==> config.mk <==
export PLATFORM = sky130hd
export DESIGN_NAME = esm_dwell_reporter_flat
export DESIGN_NICKNAME = d
export VERILOG_FILES = /design/src/rtl/esm_dwell_reporter_if.sv /design/src/rtl/esm_dwell_reporter.sv /design/src/flat_wrapper.sv
export SDC_FILE = /design/constraint.sdc
export NUM_CORES = 2
export LEC_CHECK = 0
export ABC_AREA = 0
export CAP_MARGIN = 20
export CORE_AREA = 5 5 351 353
export DETAILED_ROUTE_END_ITERATION = 7
export DIE_AREA = 0 0 356 358
export GPL_TIMING_DRIVEN = 0
export PLACE_DENSITY = 0.53
export SLEW_MARGIN = 20
export SYNTH_ARGS = -nofsm -noshare
export SYNTH_HDL_FRONTEND = slang
export SYNTH_SLANG_ARGS = --single-unit
==> constraint.sdc <==
create_clock -name Clk -period 42.4 [get_ports Clk]
set_clock_uncertainty 0.1 [all_clocks]
set_input_delay 6.36 -clock Clk [delete_from_list [all_inputs] [get_ports Clk]]
set_output_delay 6.36 -clock Clk [all_outputs]
set_load 0.05 [all_outputs]
==> src/rtl/esm_dwell_reporter_if.sv <==
// Dwell metadata record, report framing constants and the AXI-stream bundle
// used by esm_dwell_reporter (master side) and the status DMA (slave side).

typedef struct packed {
    logic [15:0] tag;
    logic [15:0] frequency;
    logic [31:0] duration;
    logic [7:0]  gain;
    logic [7:0]  fast_lock_profile;
    logic [31:0] threshold_narrow;
    logic [31:0] threshold_wide;
    logic [63:0] channel_mask_narrow;
    logic [7:0]  channel_mask_wide;
} esm_dwell_metadata_t;

localparam logic [31:0] esm_control_magic_num                 = 32'hE5D0_5A1C;
localparam logic [7:0]  esm_module_id_dwell_controller        = 8'h02;
localparam logic [7:0]  esm_report_message_type_dwell_summary = 8'h10;

interface esm_dwell_reporter_if;
    logic        M_axis_valid;
    logic [31:0] M_axis_data;
    logic        M_axis_last;
    logic        M_axis_ready;

    modport master (output M_axis_valid, M_axis_data, M_axis_last, input  M_axis_ready);
    modport slave  (input  M_axis_valid, M_axis_data, M_axis_last, output M_axis_ready);
endinterface

==> src/rtl/esm_dwell_reporter.sv <==
// Dwell-summary report transmitter: captures each enabled dwell and streams one framed report packet.
// Build option: define ESM_DWELL_REPORTER_TIMESTAMP_EN to append start/end timestamps (18-word packet).
module esm_dwell_reporter #(
    parameter int AXI_DATA_WIDTH = 32
) (
    input  logic                 Clk,
    input  logic                 Rst,
    input  logic                 Enable,
    input  logic                 Dwell_active,
    input  esm_dwell_metadata_t  Dwell_data,
    input  logic [31:0]          Dwell_sequence_num,
    input  logic [63:0]          Timestamp,
    esm_dwell_reporter_if.master m_axis
);

    if (AXI_DATA_WIDTH != 32) begin : g_width_check
        $error("esm_dwell_reporter supports AXI_DATA_WIDTH = 32 only");
    end

`ifdef ESM_DWELL_REPORTER_TIMESTAMP_EN
    localparam int N_WORDS = 18;
`else
    localparam int N_WORDS = 14;
`endif
    localparam logic [4:0] LAST_IDX = 5'(N_WORDS - 1);

    typedef enum logic {S_IDLE, S_SEND} state_t;

    state_t              state_q;
    logic                dwell_active_q;
    logic                primed_q;
    logic                armed_q;
    logic                armed_d;
    logic [31:0]         act_cnt_q;
    logic [31:0]         act_cnt_d;
    esm_dwell_metadata_t cap_data_q;
    logic [31:0]         cap_seq_q;
    logic                pend_valid_q;
    esm_dwell_metadata_t pend_data_q;
    logic [31:0]         pend_seq_q;
    logic [31:0]         pend_cnt_q;
    esm_dwell_metadata_t tx_data_q;
    logic [31:0]         tx_seq_q;
    logic [31:0]         tx_cnt_q;
    logic [31:0]         tx_drop_q;
    logic [31:0]         tx_rpt_q;
    logic [31:0]         rpt_seq_q;
    logic [31:0]         drop_cnt_q;
    logic [4:0]          idx_q;
    logic [4:0]          idx_inc;
    logic [31:0]         word_nxt;
    logic                valid_q;
    logic                last_q;
    logic [31:0]         data_q;
    logic                dwell_rise;
    logic                dwell_fall;

`ifdef ESM_DWELL_REPORTER_TIMESTAMP_EN
    logic [63:0] cap_ts_q;
    logic [63:0] pend_ts_start_q;
    logic [63:0] pend_ts_end_q;
    logic [63:0] tx_ts_start_q;
    logic [63:0] tx_ts_end_q;
`else
    logic unused_timestamp;
    assign unused_timestamp = ^Timestamp;
`endif

    // primed_q masks the first post-reset cycle so a dwell already in progress is never armed.
    assign dwell_rise = primed_q & Dwell_active & ~dwell_active_q;
    assign dwell_fall = dwell_active_q & ~Dwell_active;
    assign idx_inc    = idx_q + 5'd1;

    assign m_axis.M_axis_valid = valid_q;
    assign m_axis.M_axis_data  = data_q;
    assign m_axis.M_axis_last  = last_q;

    // The rising-edge cycle itself counts as the first active cycle.
    always_comb begin
        armed_d   = armed_q;
        act_cnt_d = act_cnt_q;
        if (dwell_rise) begin
            armed_d   = Enable;
            act_cnt_d = '0;
        end else if (dwell_fall) begin
            armed_d = 1'b0;
        end
        if (Dwell_active && armed_d && (act_cnt_d != 32'hFFFF_FFFF)) begin
            act_cnt_d = act_cnt_d + 32'd1;
        end
    end

    always_comb begin
        word_nxt = '0;
        case (idx_inc)
            5'd1:  word_nxt = tx_rpt_q;
            5'd2:  word_nxt = {esm_module_id_dwell_controller, esm_report_message_type_dwell_summary, 16'h0000};
            5'd3:  word_nxt = tx_seq_q;
            5'd4:  word_nxt = {tx_data_q.frequency, tx_data_q.tag};
            5'd5:  word_nxt = tx_data_q.duration;
            5'd6:  word_nxt = {16'h0000, tx_data_q.fast_lock_profile, tx_data_q.gain};
            5'd7:  word_nxt = tx_data_q.threshold_narrow;
            5'd8:  word_nxt = tx_data_q.threshold_wide;
            5'd9:  word_nxt = tx_data_q.channel_mask_narrow[31:0];
            5'd10: word_nxt = tx_data_q.channel_mask_narrow[63:32];
            5'd11: word_nxt = {24'h0, tx_data_q.channel_mask_wide};
            5'd12: word_nxt = tx_cnt_q;
            5'd13: word_nxt = tx_drop_q;
`ifdef ESM_DWELL_REPORTER_TIMESTAMP_EN
            5'd14: word_nxt = tx_ts_start_q[31:0];
            5'd15: word_nxt = tx_ts_start_q[63:32];
            5'd16: word_nxt = tx_ts_end_q[31:0];
            5'd17: word_nxt = tx_ts_end_q[63:32];
`endif
            default: word_nxt = '0;
        endcase
    end

    always_ff @(posedge Clk or posedge Rst) begin
        if (Rst) begin
            state_q        <= S_IDLE;
            dwell_active_q <= 1'b0;
            primed_q       <= 1'b0;
            armed_q        <= 1'b0;
            act_cnt_q      <= '0;
            cap_data_q     <= '0;
            cap_seq_q      <= '0;
            pend_valid_q   <= 1'b0;
            pend_data_q    <= '0;
            pend_seq_q     <= '0;
            pend_cnt_q     <= '0;
            tx_data_q      <= '0;
            tx_seq_q       <= '0;
            tx_cnt_q       <= '0;
            tx_drop_q      <= '0;
            tx_rpt_q       <= '0;
            rpt_seq_q      <= '0;
            drop_cnt_q     <= '0;
            idx_q          <= '0;
            valid_q        <= 1'b0;
            last_q         <= 1'b0;
            data_q         <= '0;
`ifdef ESM_DWELL_REPORTER_TIMESTAMP_EN
            cap_ts_q        <= '0;
            pend_ts_start_q <= '0;
            pend_ts_end_q   <= '0;
            tx_ts_start_q   <= '0;
            tx_ts_end_q     <= '0;
`endif
        end else begin
            primed_q       <= 1'b1;
            dwell_active_q <= Dwell_active;
            armed_q        <= armed_d;
            act_cnt_q      <= act_cnt_d;

            case (state_q)
                S_IDLE: begin
                    if (pend_valid_q) begin
                        pend_valid_q <= 1'b0;
                        tx_data_q    <= pend_data_q;
                        tx_seq_q     <= pend_seq_q;
                        tx_cnt_q     <= pend_cnt_q;
                        tx_drop_q    <= drop_cnt_q;
                        tx_rpt_q     <= rpt_seq_q;
`ifdef ESM_DWELL_REPORTER_TIMESTAMP_EN
                        tx_ts_start_q <= pend_ts_start_q;
                        tx_ts_end_q   <= pend_ts_end_q;
`endif
                        idx_q   <= '0;
                        data_q  <= esm_control_magic_num;
                        valid_q <= 1'b1;
                        last_q  <= 1'b0;
                        state_q <= S_SEND;
                    end
                end
                S_SEND: begin
                    if (valid_q && m_axis.M_axis_ready) begin
                        if (idx_q == LAST_IDX) begin
                            valid_q   <= 1'b0;
                            last_q    <= 1'b0;
                            data_q    <= '0;
                            rpt_seq_q <= rpt_seq_q + 32'd1;
                            state_q   <= S_IDLE;
                        end else begin
                            idx_q  <= idx_inc;
                            data_q <= word_nxt;
                            last_q <= (idx_inc == LAST_IDX);
                        end
                    end
                end
                default: state_q <= S_IDLE;
            endcase

            if (dwell_rise && Enable) begin
                cap_data_q <= Dwell_data;
                cap_seq_q  <= Dwell_sequence_num;
`ifdef ESM_DWELL_REPORTER_TIMESTAMP_EN
                cap_ts_q   <= Timestamp;
`endif
            end

            // The set below and the idle-state clear above are mutually exclusive on pend_valid_q.
            if (dwell_fall && armed_q) begin
                if (!pend_valid_q) begin
                    pend_valid_q <= 1'b1;
                    pend_data_q  <= cap_data_q;
                    pend_seq_q   <= cap_seq_q;
                    pend_cnt_q   <= act_cnt_q;
`ifdef ESM_DWELL_REPORTER_TIMESTAMP_EN
                    pend_ts_start_q <= cap_ts_q;
                    pend_ts_end_q   <= Timestamp;
`endif
                end else if (drop_cnt_q != 32'hFFFF_FFFF) begin
                    drop_cnt_q <= drop_cnt_q + 32'd1;
                end
            end
        end
    end

endmodule

==> src/flat_wrapper.sv <==
// flat-port wrapper written by rule: the top's interface ports become plain ports
module esm_dwell_reporter_flat 
#(
    parameter int AXI_DATA_WIDTH = 32
)
  (Clk, Rst, Enable, Dwell_active, Dwell_data, Dwell_sequence_num, Timestamp, m_axis_M_axis_valid, m_axis_M_axis_data, m_axis_M_axis_last, m_axis_M_axis_ready);
  esm_dwell_reporter_if m_axis_i ();
  input  logic Clk;
  input  logic Rst;
  input  logic Enable;
  input  logic Dwell_active;
  input  esm_dwell_metadata_t Dwell_data;
  input  logic [31:0] Dwell_sequence_num;
  input  logic [63:0] Timestamp;
  output wire logic [$bits(m_axis_i.M_axis_valid)-1:0] m_axis_M_axis_valid;
  output wire logic [$bits(m_axis_i.M_axis_data)-1:0] m_axis_M_axis_data;
  output wire logic [$bits(m_axis_i.M_axis_last)-1:0] m_axis_M_axis_last;
  input wire logic [$bits(m_axis_i.M_axis_ready)-1:0] m_axis_M_axis_ready;
  assign m_axis_M_axis_valid = m_axis_i.M_axis_valid;
  assign m_axis_M_axis_data = m_axis_i.M_axis_data;
  assign m_axis_M_axis_last = m_axis_i.M_axis_last;
  assign m_axis_i.M_axis_ready = m_axis_M_axis_ready;
  esm_dwell_reporter #(.AXI_DATA_WIDTH(AXI_DATA_WIDTH)) u_core (.Clk(Clk), .Rst(Rst), .Enable(Enable), .Dwell_active(Dwell_active), .Dwell_data(Dwell_data), .Dwell_sequence_num(Dwell_sequence_num), .Timestamp(Timestamp), .m_axis(m_axis_i));
endmodule
==> results.yml <==
sta:
  hold_ws_ns: 0.3620
  clock.fmax_mhz: 108.8
  rsz0062_at_grt: "no"
  final-max-slew-violation-count: 0
  setup_viol: 0
  fin_crit_sh_pct: 21.68
  tightest_slew_ns: 1.190
  hold_violations: 0
  period_needed_ns: 9.191
  finalSetupTns_ns: 0
  slew_headroom_pct: 20.66
worst_setup_path:
  startpoint_type: "input pin"
  end_kind: "register"
  r2r-start: "u_core.idx_q[0]"
  crit_path_start: "Dwell_active"
  worstSetupPathType: "in -> reg"
  r2r_cells: 10
  cp-endpoint: "u_core.pend_data_q[106]"
  r2r_slack_ns: 37.93
  crit_arrival_ns: 9.67
  crit_path_max_fanout: 10
  required_ns: 42.88
  reg2reg_to: "u_core.m_axis.M_axis_data[16]"
floorplanning:
  initial_core_util_pct: 34.83
  dieArea_um2: 127400
  pin_count: 351
  die_y_um: 358
  core_area_um2: 119500
  row_count: 127
  dieWidth_um: 356
placement:
  place_area_um2: 46830
  placedCellCount: 5505
  port_buffers: 286
  gp_congestion: 0.9616
  hpwl_mm: 106.2
pwr:
  p_total_uw: 2332
  intPower_uw: 1783
  p_switching_uw: 549.3
  ir_drop_mv: 0.03189
  power_frac_comb_pct: 7.6
  seqPwrFrac_pct: 50.5
  powerDensity_nw_per_um2: 46.17
  p_leak_uw: 0.02361
  p_sw_share_pct: 23.55
  power.share.clock_pct: 41.8
yosys:
  yosysWarnings: 0
  synth.avg_cell_area_um2: 11.58
  ys_top_cells_by_count: "nand2_1, dfrtp_1, mux2_2, clkbuf_1, nor2_1"
  synth_top_area_share_pct: 60.84
  synthCells: 3595
  async_reset_ff_share_pct: 100.0
  ys_ff_latch: 1012
  synth.largest_area_cell: "dfrtp_1"
  synth_nets: 3920
  yosysSeqAreaShare_pct: 60.84
  synth.most_common_cell: "nand2_1"
  synth_area_leaders: "dfrtp_1, mux2_2, nand2_1"
  synth-main-ff-cell: "dfrtp_1"
  synth_edf_count: 0
  synth.distinct_cells: 86
  synth_area_um2: 41620
global_routing:
  grt_pass1_vias: 30080
  grt_pass1_wl_mm: 205.8
  antenna_found_initial: 4
  grt_usage_pct: 21.85
  grt_max_degree: 103
  gr-total-overflow: 0
route:
  detail_route.first_pass.iterations: 7
  wl_per_cell_um: 24.73
  totalWireLength_mm: 140.9
  via_per_inst: 5.175
  drcViolationCount: 0
  via_count: 29500
  drt-initial-drc-count: 2705
  ant_nets: 0
clock_tree:
  root_buffer: "clkbuf_16"
  cts_made_buffers: 108
  hold_buffers: 0
  cts_tree: "built"
  cts_setup_buffers: 0
  clock_path_buffers: 3
  htreeDepth: 3
  numClockSinks: 1012
  clkTransAtPathRegs_ns: 0.06
  cts_resized: 0
  clk_latency_ns: 0.72
hold_path:
  hp-class: "reg -> reg"
finish:
  layout-drive-gt1-share_pct: 20.01
  diodes: 0
  area_growth_pct: 21.35
  finalNonFillerCells: 5700
  fin_nets: 4329
  final_cell_area_um2: 50510
run_status:
  run_status: "finished, final reports clean"
run:
  cap_violations: 0
-- final cells by class --
cell class	instances	area, um2
fill	11600	68990
sequential	1012	25320
multi-input combinational	2358	15380
timing repair buffer	299	3182
clock buffer	160	3179
tap	1612	2017
buffer	206	862.1
clock inverter	34	488.0
inverter	19	78.83
-- power by group through the flow --
| stage | combinational (uW) | clock (uW) | sequential [uW] |
|---|---|---|---|
| floorplan | 133 | 0 | 1150 |
| global placement | 173 | 0 | 1200 |
| detailed placement | 181 | 0 | 1200 |
| CTS | 182 | 995 | 1180 |
| global route | 199 | 1030 | 1190 |
| finish | 178 | 976 | 1180 |
-- critical path, stage by stage --
cell	delay (ns)
clkdlybuf4s50_1	0.54
nor3_1	0.48
clkbuf_2	0.61
clkbuf_1	0.84
buf_2	0.45
mux2_2	0.37
-- placed cells by master (no fill, tap or decap), drive strengths merged, types with 16 or more instances in the layout --
cell type      netlist  final
mux2               533    533
xor2                30     30
nand2             1107   1107
a22oi               67     67
nor3                24     24
a32oi               18     18
a222oi              26     26
dfrtp             1012   1012
nor2                78     78
a21oi               43     43
xnor2               45     45
a22o                16     16
a221oi              36     36
o21ai               38     38
clkinv               0     19
nand4               25     25
inv                 19     21
buf                 86     99
and3                21     21
clkbuf             120    280
nand3               49     49
clkdlybuf4s50        0    286
-- worst min path at each step --
stage	from	cells past startpoint	endpoint	slack (ns)
2_1_floorplan	u_core.pend_cnt_q[0]	2	u_core.tx_cnt_q[0]	0.33
3_3_place_gp	u_core.pend_data_q[67]	2	u_core.tx_data_q[67]	0.35
3_5_place_dp	u_core.pend_seq_q[13]	2	u_core.tx_seq_q[13]	0.35
4_1_cts	u_core.pend_data_q[134]	2	u_core.tx_data_q[134]	0.36
5_1_grt	u_core.pend_data_q[174]	2	u_core.tx_data_q[174]	0.37
6_report	u_core.pend_data_q[134]	2	u_core.tx_data_q[134]	0.36
-- layer usage --
metal  GRT usage [%]  vias up  wire, um
met1           30.13    15110     62080
met5               0        -        13
li1                -    13170         -
met2           33.75      967     63150
met3           5.386      245     10520
met4           7.725        2      5181
-- flip-flops by register name, indices dropped and copies added (netlist names), 5 cells and up --
register	flops
u_core.tx_cnt_q	32
u_core.act_cnt_q	32
u_core.idx_q	5
u_core.rpt_seq_q	32
u_core.pend_cnt_q	32
u_core.tx_data_q	216
u_core.tx_drop_q	32
u_core.cap_data_q	216
u_core.cap_seq_q	32
u_core.pend_data_q	216
u_core.tx_rpt_q	32
u_core.tx_seq_q	32
u_core.m_axis.M_axis_data	32
u_core.pend_seq_q	32
u_core.drop_cnt_q	32
-- stage by stage --
| stage | util (%) | setup WS (ns) |
|---|---|---|
| after floorplan | - | 7.464 |
| after global placement | 38.92 | -5.791 |
| after detailed placement | 39.19 | 32.44 |
| after CTS | 42.26 | 33.19 |
| after global routing | 42.27 | 33.06 |
| final | 42.27 | 33.21 |
-- cell families after synthesis --
| group | after synthesis | share of synthesized area (%) |
|---|---|---|
| compound gates | 356 | 6.628 |
| simple gates | 1379 | 13.86 |
| xor+xnor | 75 | 1.623 |
| flops | 1012 | 60.84 |
| other cells | 1 | 0.009010 |
| mux | 539 | 14.57 |
| fa+ha+maj | 8 | 0.2405 |
| buf+inv | 225 | 2.228 |
Power figures use the tool's default switching activity.
